==> src/rtl/cdr_pkg.sv <==
// cdr_pkg: shared state encoding and default widths for the CDR sequencer
package cdr_pkg;
  localparam int NB_P_W_DEF = 6;
  localparam int LEN_W_DEF = 12;
  localparam int CNT_D_W = 2;
  typedef enum logic [2:0] {IDLE, FLUSH, ACQ, TRACK, DONE, ERR} state_t;
endpackage

==> src/rtl/cdr_if.sv <==
// cdr_if: MAC-side control and datapath-side signals of the CDR sequencer
interface cdr_if import cdr_pkg::*; #(
  parameter int NB_P_W = NB_P_W_DEF,
  parameter int LEN_W = LEN_W_DEF
) ();
  logic i_start, i_abort, i_flag_dec, i_data_dec;
  logic [NB_P_W-1:0] i_nb_P_cfg, o_nb_P;
  logic [LEN_W-1:0] i_pkt_len;
  logic [CNT_D_W-1:0] o_cnt_d;
  logic o_dec_rst_n, o_flag_seed, o_data, o_data_valid, o_locked, o_busy, o_done, o_err;
  modport master (
    output i_start, i_abort, i_nb_P_cfg, i_pkt_len, i_flag_dec, i_data_dec,
    input o_nb_P, o_cnt_d, o_dec_rst_n, o_flag_seed, o_data, o_data_valid, o_locked, o_busy, o_done, o_err
  );
  modport slave (
    input i_start, i_abort, i_nb_P_cfg, i_pkt_len, i_flag_dec, i_data_dec,
    output o_nb_P, o_cnt_d, o_dec_rst_n, o_flag_seed, o_data, o_data_valid, o_locked, o_busy, o_done, o_err
  );
endinterface

==> src/rtl/cdr_phase_gen.sv <==
// cdr_phase_gen: sub-sample phase count, samples-per-chip period counter and chip tick
module cdr_phase_gen import cdr_pkg::*; #(
  parameter int NB_P_W = NB_P_W_DEF
) (
  input  logic               i_clk,
  input  logic               i_rst,
  input  logic               i_en,
  input  logic [NB_P_W-1:0]  i_nb_P,
  output logic [CNT_D_W-1:0] o_cnt_d,
  output logic               o_chip_tick
);
  logic [CNT_D_W-1:0] r_cnt;
  logic [NB_P_W-1:0] r_per;
  logic w_ph_end, w_wrap;
  always_comb begin
    w_ph_end = r_cnt == '1;
    w_wrap = r_per == i_nb_P - NB_P_W'(1);
    o_cnt_d = i_en ? r_cnt : '0;
    o_chip_tick = i_en & w_ph_end & w_wrap;
  end
  always_ff @(posedge i_clk) begin
    if (!i_rst || !i_en) begin
      r_cnt <= '0;
      r_per <= '0;
    end else begin
      r_cnt <= r_cnt + CNT_D_W'(1);
      if (w_ph_end) r_per <= w_wrap ? '0 : r_per + NB_P_W'(1);
    end
  end
endmodule

==> src/rtl/cdr_sequencer.sv <==
// cdr_sequencer: configures, seeds and supervises one CDR decision datapath and frames its chip stream
module cdr_sequencer import cdr_pkg::*; #(
  parameter int NB_P_W = NB_P_W_DEF,
  parameter int LEN_W = LEN_W_DEF,
  parameter int NB_P_MIN = 4,
  parameter int LOCK_CNT = 8,
  parameter int LOSS_MAX = 3,
  parameter int ACQ_TIMEOUT = 64
) (
  input logic i_clk,
  input logic i_rst,
  cdr_if.slave bus
);
  localparam int LK_W = $clog2(LOCK_CNT + 1);
  localparam int MS_W = $clog2(LOSS_MAX + 1);
  localparam int TO_W = $clog2(ACQ_TIMEOUT + 1);
  localparam logic [LK_W-1:0] LK_END = LK_W'(LOCK_CNT);
  localparam logic [MS_W-1:0] MS_END = MS_W'(LOSS_MAX);
  localparam logic [TO_W-1:0] TO_END = TO_W'(ACQ_TIMEOUT);
  state_t r_state;
  logic [NB_P_W-1:0] r_nb_P;
  logic [LEN_W-1:0] r_len, r_chip, w_chip_nx;
  logic [LK_W-1:0] r_lock, w_lock_nx;
  logic [MS_W-1:0] r_miss, w_miss_nx;
  logic [TO_W-1:0] r_to, w_to_nx;
  logic [CNT_D_W-1:0] w_cnt_d;
  logic r_fl, r_win, r_data, r_valid, r_locked, r_busy, r_dec_rst_n, r_seed, r_done, r_err;
  logic w_act, w_tick, w_flagged, w_legal, w_abort;
  cdr_phase_gen #(.NB_P_W(NB_P_W)) u_phase_gen (
    .i_clk       (i_clk),
    .i_rst       (i_rst),
    .i_en        (w_act),
    .i_nb_P      (r_nb_P),
    .o_cnt_d     (w_cnt_d),
    .o_chip_tick (w_tick)
  );
  always_comb begin
    w_act = r_state == ACQ || r_state == TRACK;
    w_abort = bus.i_abort && r_state != IDLE;
    w_flagged = r_win | bus.i_flag_dec;
    w_lock_nx = w_flagged ? r_lock + LK_W'(1) : '0;
    w_miss_nx = w_flagged ? '0 : r_miss + MS_W'(1);
    w_to_nx = r_to + TO_W'(1);
    w_chip_nx = r_chip + LEN_W'(1);
    w_legal = bus.i_nb_P_cfg >= NB_P_W'(NB_P_MIN) && bus.i_pkt_len != '0;
    bus.o_nb_P = r_nb_P;
    bus.o_cnt_d = w_cnt_d;
    bus.o_dec_rst_n = r_dec_rst_n;
    bus.o_flag_seed = r_seed;
    bus.o_data = r_data;
    bus.o_data_valid = r_valid;
    bus.o_locked = r_locked;
    bus.o_busy = r_busy;
    bus.o_done = r_done;
    bus.o_err = r_err;
  end
  always_ff @(posedge i_clk) begin
    if (!i_rst || w_abort) begin
      r_state <= IDLE;
      r_chip <= '0;
      r_lock <= '0;
      r_miss <= '0;
      r_to <= '0;
      r_fl <= 1'b0;
      r_win <= 1'b0;
      r_data <= 1'b0;
      r_valid <= 1'b0;
      r_locked <= 1'b0;
      r_busy <= 1'b0;
      r_dec_rst_n <= 1'b0;
      r_seed <= 1'b0;
      r_done <= 1'b0;
      r_err <= 1'b0;
    end else begin
      r_valid <= 1'b0;
      r_done <= 1'b0;
      r_err <= 1'b0;
      r_seed <= 1'b0;
      // a flag on the tick cycle closes the current window, so the next one starts clean
      r_win <= w_act && !w_tick && w_flagged;
      case (r_state)
        IDLE: if (bus.i_start) begin
          r_busy <= 1'b1;
          r_state <= w_legal ? FLUSH : ERR;
          r_err <= !w_legal;
          if (w_legal) begin
            r_nb_P <= bus.i_nb_P_cfg;
            r_len <= bus.i_pkt_len;
          end
        end
        FLUSH: begin
          r_fl <= !r_fl;
          r_seed <= !r_fl;
          if (r_fl) begin
            r_state <= ACQ;
            r_dec_rst_n <= 1'b1;
          end
        end
        ACQ: if (w_tick) begin
          r_lock <= w_lock_nx;
          r_to <= w_to_nx;
          if (w_lock_nx == LK_END) begin
            r_state <= TRACK;
            r_locked <= 1'b1;
          end else if (w_to_nx == TO_END) begin
            r_state <= ERR;
            r_err <= 1'b1;
            r_dec_rst_n <= 1'b0;
          end
        end
        TRACK: if (w_tick) begin
          r_data <= bus.i_data_dec;
          r_valid <= 1'b1;
          r_chip <= w_chip_nx;
          r_miss <= w_miss_nx;
          if (w_chip_nx == r_len) begin
            r_state <= DONE;
            r_done <= 1'b1;
            r_locked <= 1'b0;
          end else if (w_miss_nx == MS_END) begin
            r_state <= ERR;
            r_err <= 1'b1;
            r_locked <= 1'b0;
            r_dec_rst_n <= 1'b0;
          end
        end
        default: begin
          r_state <= IDLE;
          r_busy <= 1'b0;
          r_dec_rst_n <= 1'b0;
          r_chip <= '0;
          r_lock <= '0;
          r_miss <= '0;
          r_to <= '0;
        end
      endcase
    end
    if (!i_rst) begin
      r_nb_P <= '0;
      r_len <= '0;
    end
  end
endmodule
==> src/flat_wrapper.sv <==
// flat-port wrapper written by rule: the top's interface ports become plain ports
module cdr_sequencer_flat import cdr_pkg::*;
#(
  parameter int NB_P_W = NB_P_W_DEF,
  parameter int LEN_W = LEN_W_DEF,
  parameter int NB_P_MIN = 4,
  parameter int LOCK_CNT = 8,
  parameter int LOSS_MAX = 3,
  parameter int ACQ_TIMEOUT = 64
)
  (i_clk, i_rst, bus_i_start, bus_i_abort, bus_i_nb_P_cfg, bus_i_pkt_len, bus_i_flag_dec, bus_i_data_dec, bus_o_nb_P, bus_o_cnt_d, bus_o_dec_rst_n, bus_o_flag_seed, bus_o_data, bus_o_data_valid, bus_o_locked, bus_o_busy, bus_o_done, bus_o_err);
  cdr_if #(.NB_P_W(NB_P_W), .LEN_W(LEN_W)) bus_i ();
  input logic i_clk;
  input logic i_rst;
  input wire logic [$bits(bus_i.i_start)-1:0] bus_i_start;
  input wire logic [$bits(bus_i.i_abort)-1:0] bus_i_abort;
  input wire logic [$bits(bus_i.i_nb_P_cfg)-1:0] bus_i_nb_P_cfg;
  input wire logic [$bits(bus_i.i_pkt_len)-1:0] bus_i_pkt_len;
  input wire logic [$bits(bus_i.i_flag_dec)-1:0] bus_i_flag_dec;
  input wire logic [$bits(bus_i.i_data_dec)-1:0] bus_i_data_dec;
  output wire logic [$bits(bus_i.o_nb_P)-1:0] bus_o_nb_P;
  output wire logic [$bits(bus_i.o_cnt_d)-1:0] bus_o_cnt_d;
  output wire logic [$bits(bus_i.o_dec_rst_n)-1:0] bus_o_dec_rst_n;
  output wire logic [$bits(bus_i.o_flag_seed)-1:0] bus_o_flag_seed;
  output wire logic [$bits(bus_i.o_data)-1:0] bus_o_data;
  output wire logic [$bits(bus_i.o_data_valid)-1:0] bus_o_data_valid;
  output wire logic [$bits(bus_i.o_locked)-1:0] bus_o_locked;
  output wire logic [$bits(bus_i.o_busy)-1:0] bus_o_busy;
  output wire logic [$bits(bus_i.o_done)-1:0] bus_o_done;
  output wire logic [$bits(bus_i.o_err)-1:0] bus_o_err;
  assign bus_i.i_start = bus_i_start;
  assign bus_i.i_abort = bus_i_abort;
  assign bus_i.i_nb_P_cfg = bus_i_nb_P_cfg;
  assign bus_i.i_pkt_len = bus_i_pkt_len;
  assign bus_i.i_flag_dec = bus_i_flag_dec;
  assign bus_i.i_data_dec = bus_i_data_dec;
  assign bus_o_nb_P = bus_i.o_nb_P;
  assign bus_o_cnt_d = bus_i.o_cnt_d;
  assign bus_o_dec_rst_n = bus_i.o_dec_rst_n;
  assign bus_o_flag_seed = bus_i.o_flag_seed;
  assign bus_o_data = bus_i.o_data;
  assign bus_o_data_valid = bus_i.o_data_valid;
  assign bus_o_locked = bus_i.o_locked;
  assign bus_o_busy = bus_i.o_busy;
  assign bus_o_done = bus_i.o_done;
  assign bus_o_err = bus_i.o_err;
  cdr_sequencer #(.NB_P_W(NB_P_W), .LEN_W(LEN_W), .NB_P_MIN(NB_P_MIN), .LOCK_CNT(LOCK_CNT), .LOSS_MAX(LOSS_MAX), .ACQ_TIMEOUT(ACQ_TIMEOUT)) u_core (.i_clk(i_clk), .i_rst(i_rst), .bus(bus_i));
endmodule
==> config.mk <==
export PLATFORM = sky130hd
export DESIGN_NAME = cdr_sequencer_flat
export DESIGN_NICKNAME = d
export VERILOG_FILES = /design/src/rtl/cdr_pkg.sv /design/src/rtl/cdr_if.sv /design/src/rtl/cdr_phase_gen.sv /design/src/rtl/cdr_sequencer.sv /design/src/flat_wrapper.sv
export SDC_FILE = /design/constraint.sdc
export NUM_CORES = 1
export LEC_CHECK = 0
export CAP_MARGIN = 15
export CORE_ASPECT_RATIO = 1.5
export CORE_MARGIN = 2
export CORE_UTILIZATION = 25
export DETAILED_ROUTE_END_ITERATION = 7
export DONT_BUFFER_PORTS = 1
export MAX_ROUTING_LAYER = met4
export PLACE_DENSITY = 0.42
export SETUP_SLACK_MARGIN = 0.3
export SYNTH_ARGS = -nofsm -noshare
export SYNTH_HDL_FRONTEND = slang
export SYNTH_SLANG_ARGS = --single-unit
==> constraint.sdc <==
create_clock -name i_clk -period 5.57 [get_ports i_clk]
set_input_delay 0.8355 -clock i_clk [delete_from_list [all_inputs] [get_ports i_clk]]
set_output_delay 0.8355 -clock i_clk [all_outputs]
set_load 0.02 [all_outputs]
==> impl_metrics.tcl, run 1 <==
set metrics [dict create \
    critPathMaxFanout 13 \
    number_of_enable_flip_flop_cells_after_synthesis 0 \
    initial_utilization 0.253 \
    first_iter_violations 171 \
    layout_worst_path_cycle_share 0.556 \
    m1WireLength_mm 3.85 \
    core_footprint_um2 13400 \
    synth_most_common_cell "dfxtp_1" \
    die-area_um2 14600 \
    route.antenna.remaining_nets 0 \
    wl_mm 9.11 \
    finalHoldViolations 0 \
    ys_warn_count 0 \
    global_route.overflow_total 0 \
    reg2regPathDepth 8 \
    layout_min_cycle_time_ns 3.10 \
    worstSetupStartpointType "flip-flop" \
    clock_power_share 0.360 \
    finish.net_count 445 \
    p_leak_nw 1.24 \
    place_hpwl_mm 6.70 \
    drt-vias-per-instance 5.14 \
    max_freq_mhz 323 \
    post_cts.resized_instances 0 \
    num_antenna_cells 0 \
    grt_antenna_before_repair 0 \
    first_pass_iters 4 \
    numCtsBuffers 9 \
    wire_per_inst_um 15.7 \
    routed-via-count 2988 \
    setup-violations-final 0 \
    synthesized_netlist_cell_count 427 \
    clk_latency_ns 0.33 \
    post_cts.repair.setup_buffers 0 \
    holdCritPathClass "reg -> reg" \
    drcViolationCount 0 \
    power_mw 1.39 \
    nFillCells 1469 \
    routabilityCongestion 0.829 \
    netlist_area_um2 3400 \
    ios 40 \
    fin_cells 581 \
    cts_hold_buffers 0 \
    worst_hold_path.num_cells 1 \
    final.setup_skew_ns 0.00460 \
    grt_start_max_net_pins 36 \
    placedInstanceArea_um2 3510 \
    post-synth-top-area-fraction 0.377 \
    grt_util_all_layers 0.133 \
    number_of_i_o_port_buffers 0 \
    detailroute.wirelength.met3_um 351 \
    setup_repair_after_global_routing_missed_its_margin "false" \
    async_reset_ff_frac 0 \
    critPathArrivalTime_ns 3.36 \
    yosys-top-cells-area "dfxtp_1 38%, nand2_1 6.4%, xnor2_1 5.4%, o21ai_0 4.9%, a21oi_1 4.3%" \
    fin_setup_tns_ns 0 \
    sw_frac_of_total 0.340 \
    status "finished, final reports clean" \
    floorplan.die.height_um 147 \
    max_clock_buf_depth 2 \
    comb_power_share 0.216 \
    yosysTopAreaCell "dfxtp_1" \
    syn_area_per_cell_um2 7.95 \
    placementRows 52 \
    slew-limit-headroom 0.277 \
    die_x_um 99.2 \
    cts.sink_count 64 \
    layout-drive-gt1-share 0.0573 \
    power_density_cells_nw_per_um2 367 \
    dominantRegCellSynth "dfxtp_1" \
    synthDistinctLibCells 57 \
    layout-area-overhead-vs-synth_pct 11.3 \
    cts.htree.levels 3 \
    share_seq_of_total_power 0.424 \
    p_switching_mw 0.472 \
    end_kind "flip-flop" \
    critical_path_required_ns 5.83 \
    cts_tree "yes" \
    final_core_utilization 0.282 \
    int_power_mw 0.916 \
    grt_first_pass_wirelength_mm 14.8 \
    number_of_global_route_vias_before_repair 2962 \
    maxCapViolations 0 \
    finalInstanceArea_um2 3780 \
    top_layer "met4" \
    met2_length_mm 4.64 \
    clk_pin_slew_worst_paths_ns 0.05 \
    slew_viol_final 0 \
    synth.yosys.seq_area_share 0.377 \
    least_margin_pin_slew_ns 1.08 \
    synth_fp_nets 457 \
    clock_tree.root_cell "clkbuf_16" \
    irDropWorstVdd_v 0.000140 \
    synth_seq_cells 64 \
    multi_input_area_um2 1980 \
    placed_cells_incl_taps 565 \
    worst-setup-path-type "reg -> reg" \
    synthTopCellsByCount "64 x dfxtp_1, 58 x nand2_1, 37 x nor2_1" \
    register_area_um2 1280 \
]
sequential cells by signal (all words and copies together), names as in the netlist, 2 cells and up:
register	flops
u_core.r_chip	12
u_core.r_lock	4
u_core.r_miss	2
u_core.r_state	3
u_core.u_phase_gen.r_cnt	2
u_core.r_len	12
u_core.u_phase_gen.r_per	6
u_core.bus.o_nb_P	6
u_core.r_to	7
power by group through the flow:
stage | sequential [mW] | combinational (mW) | clock (mW)
2_1_floorplan | 0.559 | 0.258 | 0
3_3_place_gp | 0.599 | 0.296 | 0
3_5_place_dp | 0.599 | 0.298 | 0
4_1_cts | 0.589 | 0.299 | 0.516
5_1_grt | 0.596 | 0.339 | 0.535
6_report | 0.589 | 0.300 | 0.500
per-stage QoR:
step	worst slack (ns)	hold slack [ns]
2_1_floorplan	2.96	0.411
3_3_place_gp	2.56	0.430
3_5_place_dp	2.46	0.434
4_1_cts	2.44	0.447
5_1_grt	2.15	0.468
6_report	2.47	0.445
final cells by class:
class	instances	area share
clock buffers	11	0.0616
well taps	162	0.0536
multi-input cells	330	0.525
inverters	7	0.00695
flip-flops and latches	64	0.339
repair buffers	3	0.00794
clock inverters	4	0.00596
kinds of logic after synthesis:
kind of cell / synth area share
AND/OR/NAND/NOR: 0.288
AO/OA/AOI/OAI: 0.166
flip-flops: 0.377
XOR/XNOR: 0.0921
buffers and inverters: 0.0391
adder cells (fa/ha/maj): 0.0221
multiplexers: 0.0151
worst paths after layout:
path / end / slack, ns / startpoint
hold reg to reg: u_core.u_phase_gen.r_cnt[0] / 0.44 / u_core.u_phase_gen.r_cnt[0]
setup reg to reg: u_core.r_miss[1] / 2.47 / u_core.bus.o_nb_P[0]
setup / recovery: u_core.r_miss[1] / 2.47 / u_core.bus.o_nb_P[0]
hold / removal: u_core.u_phase_gen.r_cnt[0] / 0.44 / u_core.u_phase_gen.r_cnt[0]
metal layers:
| layer | vias up | GRT usage |
|---|---|---|
| met5 | - | - |
| met4 | 0 | 0.0733 |
| met3 | 16 | 0.0257 |
| met2 | 55 | 0.221 |
| met1 | 1413 | 0.149 |
| li1 | 1504 | - |
layout by cell type, fill, tap and decap left out, types with 3 or more instances in the layout:
master / count
a21oi_1: 29
a31oi_1: 5
and2_1: 5
and3_1: 6
clkbuf_16: 9
clkinv_2: 3
dfxtp_1: 64
ha_1: 6
inv_1: 7
mux2i_1: 4
nand2_1: 58
nand2b_1: 3
nand3_1: 18
nand4_1: 6
nor2_1: 36
nor3_1: 15
nor3b_1: 5
nor4_1: 6
o21ai_0: 33
o22ai_1: 3
o41ai_1: 4
or3_1: 7
or4_1: 5
or4b_1: 3
xnor2_1: 21
xor2_1: 12
critical path, cell delays in order, from the launching register on:
cell	delay, ns
dfxtp_1	0.55
inv_1	0.09
ha_1	0.22
and2b_1	0.17
xnor2_1	0.13
o41ai_2	0.69
nand4_2	0.45
or4b_1	0.59
a21oi_1	0.14
Note: power is estimated with default switching activity, not from simulation.
==> run 2: changes to the inputs <==
--- a/config.mk
+++ b/config.mk
@@ -12,7 +12,7 @@
 export DETAILED_ROUTE_END_ITERATION = 7
 export DONT_BUFFER_PORTS = 1
 export MAX_ROUTING_LAYER = met4
-export PLACE_DENSITY = 0.42
+export PLACE_DENSITY = 0.44
 export SETUP_SLACK_MARGIN = 0.3
 export SYNTH_ARGS = -nofsm -noshare
 export SYNTH_HDL_FRONTEND = slang
==> constraint.sdc (replaced) <==
create_clock -name i_clk -period 2.8 [get_ports i_clk]
set_input_delay 0.42 -clock i_clk [delete_from_list [all_inputs] [get_ports i_clk]]
set_output_delay 0.42 -clock i_clk [all_outputs]
set_load 0.02 [all_outputs]
==> run 2 against run 1 <==
- register-to-register slack lost 2.1 ns
- critical path depth is the same
- combinational power grew to 2.7 times the previous value
- cell area grew 9.2%
- cell count grew 4.5%
- sequential share of layout area shrank 2.6 points
- sequential power grew 90%
- first-iteration DRC count shrank 20%
- routed wire length grew 1.2%
- power grew 120%
- via count grew 2.7%
- worst setup slack lost 2.1 ns
- critical path type unchanged
==> impl_metrics.tcl, run 2 (synthesis results as in run 1) <==
set metrics [dict create \
    cts.htree.levels 3 \
    cts_tree "yes" \
    critPathMaxFanout 7 \
    cts_hold_buffers 0 \
    worst_hold_path.num_cells 2 \
    floorplan.die.height_um 147 \
    final.setup_skew_ns 0.00286 \
    register_area_um2 1290 \
    p_leak_nw 1.40 \
    initial_utilization 0.253 \
    ios 40 \
    end_kind "flip-flop" \
    setup-violations-final 0 \
    numCtsBuffers 9 \
    reg2regPathDepth 8 \
    drt-vias-per-instance 5.06 \
    worst-setup-path-type "reg -> reg" \
    critical_path_required_ns 3.07 \
    max_clock_buf_depth 2 \
    number_of_global_route_vias_before_repair 2991 \
    irDropWorstVdd_v 0.000342 \
    routabilityCongestion 0.818 \
    critPathArrivalTime_ns 2.73 \
    first_pass_iters 4 \
    place_hpwl_mm 6.82 \
    max_freq_mhz 407 \
    reg.largest.list "u_core.r_chip x12, u_core.r_len x12, u_core.r_to x7" \
    wl_mm 9.22 \
    layout-drive-gt1-share 0.169 \
    number_of_i_o_port_buffers 0 \
    worstSetupStartpointType "flip-flop" \
    power_density_cells_nw_per_um2 730 \
    cts.sink_count 64 \
    num_antenna_cells 0 \
    worst_slack_ns 0.341 \
    wire_per_inst_um 15.2 \
    die_x_um 99.2 \
    grt_util_all_layers 0.133 \
    clk_pin_slew_worst_paths_ns 0.05 \
    timing.critical_path.depth 8 \
    least_margin_pin_slew_ns 0.974 \
    path_buf_inv 1 \
    slew-limit-headroom 0.342 \
    core_footprint_um2 13400 \
    power_mw 3.01 \
    mostFrequentLayoutCells "58 x nand2_1, 58 x dfxtp_1, 35 x nor2_1" \
    critical_path.top_delay_family "simple AND/OR/NAND/NOR gates" \
    dp_slack_ns 0.120 \
    die-area_um2 14600 \
    grt_first_pass_wirelength_mm 14.9 \
    routed-via-count 3070 \
    layout_min_cycle_time_ns 2.46 \
    global_route.overflow_total 0 \
    maxCapViolations 0 \
    placementRows 52 \
    layout_worst_path_cycle_share 0.878 \
    final_core_utilization 0.308 \
    grt_start_max_net_pins 36 \
    multi_input_area_um2 2110 \
    layout-area-overhead-vs-synth_pct 21.5 \
    route.antenna.remaining_nets 0 \
    clk_latency_ns 0.34 \
    crit_path_frequent_cell "or4b_4" \
    finish.net_count 470 \
    nFillCells 1466 \
    drcViolationCount 0 \
    slew_viol_final 0 \
    grt_antenna_before_repair 0 \
    fin_setup_tns_ns 0 \
    finalHoldViolations 0 \
    timing.critical_path.cells "inv_2 > ha_4 > xor3_2 > or4b_4 > a21oi_4 > nand4_4 > or4b_4 > a21oi_1" \
    holdCritPathClass "in -> reg" \
    status "finished, final reports clean" \
    clock_tree.root_cell "clkbuf_16" \
    setup_repair_after_global_routing_missed_its_margin "true" \
    crit_path_largest_cell_delay_ns 0.56 \
    critical_path_top_delay_cell "or4b_4" \
    first_iter_violations 136 \
    hold_slack_ns 0.193 \
]
run 2: through the flow:
| stage | cell area, um^2 | instances |
|---|---|---|
| floorplan | 3410 | 427 |
| global placement | 3640 | 581 |
| global route | 4130 | 607 |
| detailed placement | 3640 | 581 |
| CTS | 3980 | 600 |
| finish | 4130 | 607 |
run 2: cell type report:
type	instances	area share
inverters	7	0.00637
clock buffers	14	0.0664
repair buffers	28	0.0518
well taps	162	0.0491
multi-input cells	330	0.510
clock inverters	2	0.00303
flip-flops and latches	64	0.313
run 2: report_power, final:
part / total (mW) / switching [mW] / leakage (nW) / internal (mW)
combinational: 0.814 / 0.477 / 0.735 / 0.337
sequential: 1.12 / 0.117 / 0.522 / 1.01
clock: 1.07 / 0.404 / 0.139 / 0.670
run 2: per-layer routing:
metal / share of wire / wire length [um] / up-vias / global-route usage
li1: - / - / 1553 / -
met1: 0.42 / 3910 / 1443 / 0.148
met2: 0.51 / 4680 / 56 / 0.225
met3: 0.040 / 364 / 18 / 0.0290
met4: 0.028 / 257 / 0 / 0.0623
met5: 0 / 0 / - / -
run 2: path summary, 6_finish.rpt:
check | from | end | slack [ns]
max | u_core.bus.o_nb_P[0] | u_core.r_miss[1] | 0.34
min | bus_i_pkt_len[10] | u_core.r_len[10] | 0.19
max reg2reg | u_core.bus.o_nb_P[0] | u_core.r_miss[1] | 0.34
min reg2reg | u_core.u_phase_gen.r_cnt[0] | u_core.u_phase_gen.r_cnt[0] | 0.43
run 2: worst register-to-register path, cell delays in order (launching register included):
cell and delay (ns):
dfxtp_4 0.35, inv_2 0.06, ha_4 0.13, xor3_2 0.27, or4b_4 0.56, a21oi_4 0.16, nand4_4 0.18, or4b_4 0.53
a21oi_1 0.14
run 2: timing repair:
item | CTS | global route
cloned | 0 | 0
pin swaps | 2 | 9
buffers inserted | 3 | 7
resized for setup | 7 | 22
endpoints found under the setup margin | 15 | 27
==> run 3: changes to the inputs <==
--- a/config.mk
+++ b/config.mk
@@ -12,7 +12,7 @@
 export DETAILED_ROUTE_END_ITERATION = 7
 export DONT_BUFFER_PORTS = 1
 export MAX_ROUTING_LAYER = met4
-export PLACE_DENSITY = 0.44
+export PLACE_DENSITY_LB_ADDON = 0.3
 export SETUP_SLACK_MARGIN = 0.3
 export SYNTH_ARGS = -nofsm -noshare
 export SYNTH_HDL_FRONTEND = slang
==> run 3 against run 2 <==
- clock power is 13% higher
- routed wire length is 1.1% higher
- cell count is 0.16% higher
- sequential power hardly changed
- sequential share of layout area is 0.36 points lower
- worst hold slack better by 0.0097 ns
- critical endpoint unchanged
- largest cell class unchanged
==> impl_metrics.tcl, run 3 (synthesis results as in run 1) <==
set metrics [dict create \
    power_density_cells_nw_per_um2 761 \
    drt-vias-per-instance 5.09 \
    cts.htree.levels 3 \
    fin_setup_tns_ns 0 \
    first_iter_violations 209 \
    die-area_um2 14600 \
    placementRows 52 \
    clock_power_share 0.382 \
    clk_latency_ns 0.33 \
    place_hpwl_mm 6.73 \
    layout_worst_path_cycle_share 0.858 \
    crit_path_start "u_core.bus.o_nb_P[1]" \
    sw_frac_of_total 0.317 \
    placedInstanceArea_um2 3640 \
    grt_util_all_layers 0.135 \
    timing.hold.worst.start "bus_i_pkt_len[7]" \
    first_pass_iters 4 \
    global_route.overflow_total 0 \
    routabilityCongestion 0.850 \
    r2r_start "u_core.bus.o_nb_P[1]" \
    route.antenna.remaining_nets 0 \
    clk_pin_slew_worst_paths_ns 0.05 \
    slew_viol_final 0 \
    worst_hold_path_endpoint "u_core.r_len[7]" \
    number_of_i_o_port_buffers 0 \
    mostFrequentLayoutCells "58 x nand2_1, 57 x dfxtp_1, 35 x nor2_1" \
    timing.critical_path.cells "inv_1 > ha_4 > xor3_1 > or4b_4 > a21oi_4 > nand4_4 > or4b_1 > a21oi_1" \
    critPathArrivalTime_ns 2.65 \
    status "finished, final reports clean" \
    layout-drive-gt1-share 0.161 \
    holdCritPathClass "in -> reg" \
    crit_path_largest_cell_delay_ns 0.56 \
    critical_path_required_ns 3.05 \
    drcViolationCount 0 \
    cts_tree "yes" \
    wire_per_inst_um 15.3 \
    grt_first_pass_wirelength_mm 15.2 \
    num_antenna_cells 0 \
    setup_repair_after_global_routing_missed_its_margin "true" \
    finalInstanceArea_um2 4170 \
    grt_antenna_before_repair 0 \
    setup-violations-final 0 \
    critPathMaxFanout 5 \
    slew-limit-headroom 0.278 \
    floorplan.die.height_um 147 \
    least_margin_pin_slew_ns 1.07 \
    p_switching_mw 1.00 \
    number_of_global_route_vias_before_repair 3044 \
    int_power_mw 2.17 \
    worst_hold_path.num_cells 2 \
    wl_mm 9.32 \
    reg.largest.list "u_core.r_chip x12, u_core.r_len x12, u_core.r_to x7" \
    core_footprint_um2 13400 \
    layout_min_cycle_time_ns 2.40 \
    max_freq_mhz 416 \
    routed-via-count 3094 \
    initial_utilization 0.253 \
    cts.sink_count 64 \
    critical_path_top_delay_cell "or4b_4" \
    die_x_um 99.2 \
    maxCapViolations 0 \
    layout-area-overhead-vs-synth_pct 22.8 \
    worst-setup-path-type "reg -> reg" \
    reg2reg_setup_slack_ns 0.40 \
    finalHoldViolations 0 \
    worstSetupStartpointType "flip-flop" \
    comb_power_share 0.272 \
    critical_path.reg2reg.endpoint "u_core.r_miss[1]" \
    reg2regPathDepth 8 \
    nFillCells 1432 \
    max_clock_buf_depth 2 \
    end_kind "flip-flop" \
    power_mw 3.17 \
    p_leak_nw 1.43 \
    clock_tree.root_cell "clkbuf_16" \
    finish.net_count 472 \
    numCtsBuffers 9 \
    layout_commonest_cell "nand2_1" \
    grt_start_max_net_pins 36 \
    final.setup_skew_ns 0.00762 \
    cts_hold_buffers 0 \
    share_seq_of_total_power 0.346 \
    ios 40 \
    irDropWorstVdd_v 0.000418 \
]
-- run 3: critical path, delay by kind of cell (launching register included) --
kind | cells | cell delay (ns)
and+or+nand+nor | 3 | 1.20
AOI/OAI and AO/OA | 2 | 0.33
DFF | 1 | 0.31
xor gates and xnor gates | 1 | 0.25
adders and majority gates | 1 | 0.14
buffers and inverters | 1 | 0.08
-- run 3: routing by layer --
metal | GRT usage | up-vias | wire length, um | share of wire
li1 | - | 1557 | - | -
met1 | 0.146 | 1451 | 3940 | 0.42
met2 | 0.226 | 70 | 4740 | 0.51
met3 | 0.0347 | 16 | 409 | 0.044
met4 | 0.0678 | 0 | 223 | 0.024
met5 | - | - | 0 | 0
-- run 3: per-stage QoR --
step                std cells   util  hold WS (ns)  worst slack (ns)
floorplan                 427      -         0.411             0.312
global placement          580  0.271         0.424             0.185
detailed placement        580  0.271         0.430             0.115
CTS                       602  0.301         0.191             0.308
global route              608  0.311         0.196             0.288
finish                    608  0.311         0.203             0.399
-- run 3: power groups by stage --
stage / combinational, mW / sequential, mW / clock (mW)
after floorplan: 0.526 / 1.12 / 0
after global placement: 0.732 / 1.12 / 0
after detailed placement: 0.739 / 1.12 / 0
after CTS: 0.795 / 1.10 / 1.25
after global routing: 0.950 / 1.11 / 1.28
final: 0.864 / 1.10 / 1.21
-- run 3: repair_timing --
action                                  CTS  global route
endpoints found under the setup margin   12            17
pin swaps                                 3             6
gates resized for setup                   5            18
cloned                                    1             0
hold endpoints to repair                  0             0
setup buffers                             6             5
-- run 3: layout make-up --
cell class                 count  area (um^2)  area share
inverter                       7         26.3     0.00630
clock inverter                 3         65.1      0.0156
clock buffer                  12          256      0.0615
multi-input combinational    331         2100       0.505
sequential                    64         1290       0.309
timing repair buffer          29          225      0.0540
tap                          162          203      0.0486
-- run 3: worst max path at each step --
stage / endpoint / cells past startpoint
5_1_grt: u_core.r_to[3] / 9
2_1_floorplan: u_core.r_chip[10] / 9
6_report: u_core.r_miss[1] / 8
4_1_cts: u_core.r_to[6] / 8
3_5_place_dp: u_core.r_miss[1] / 8
3_3_place_gp: u_core.r_miss[1] / 8
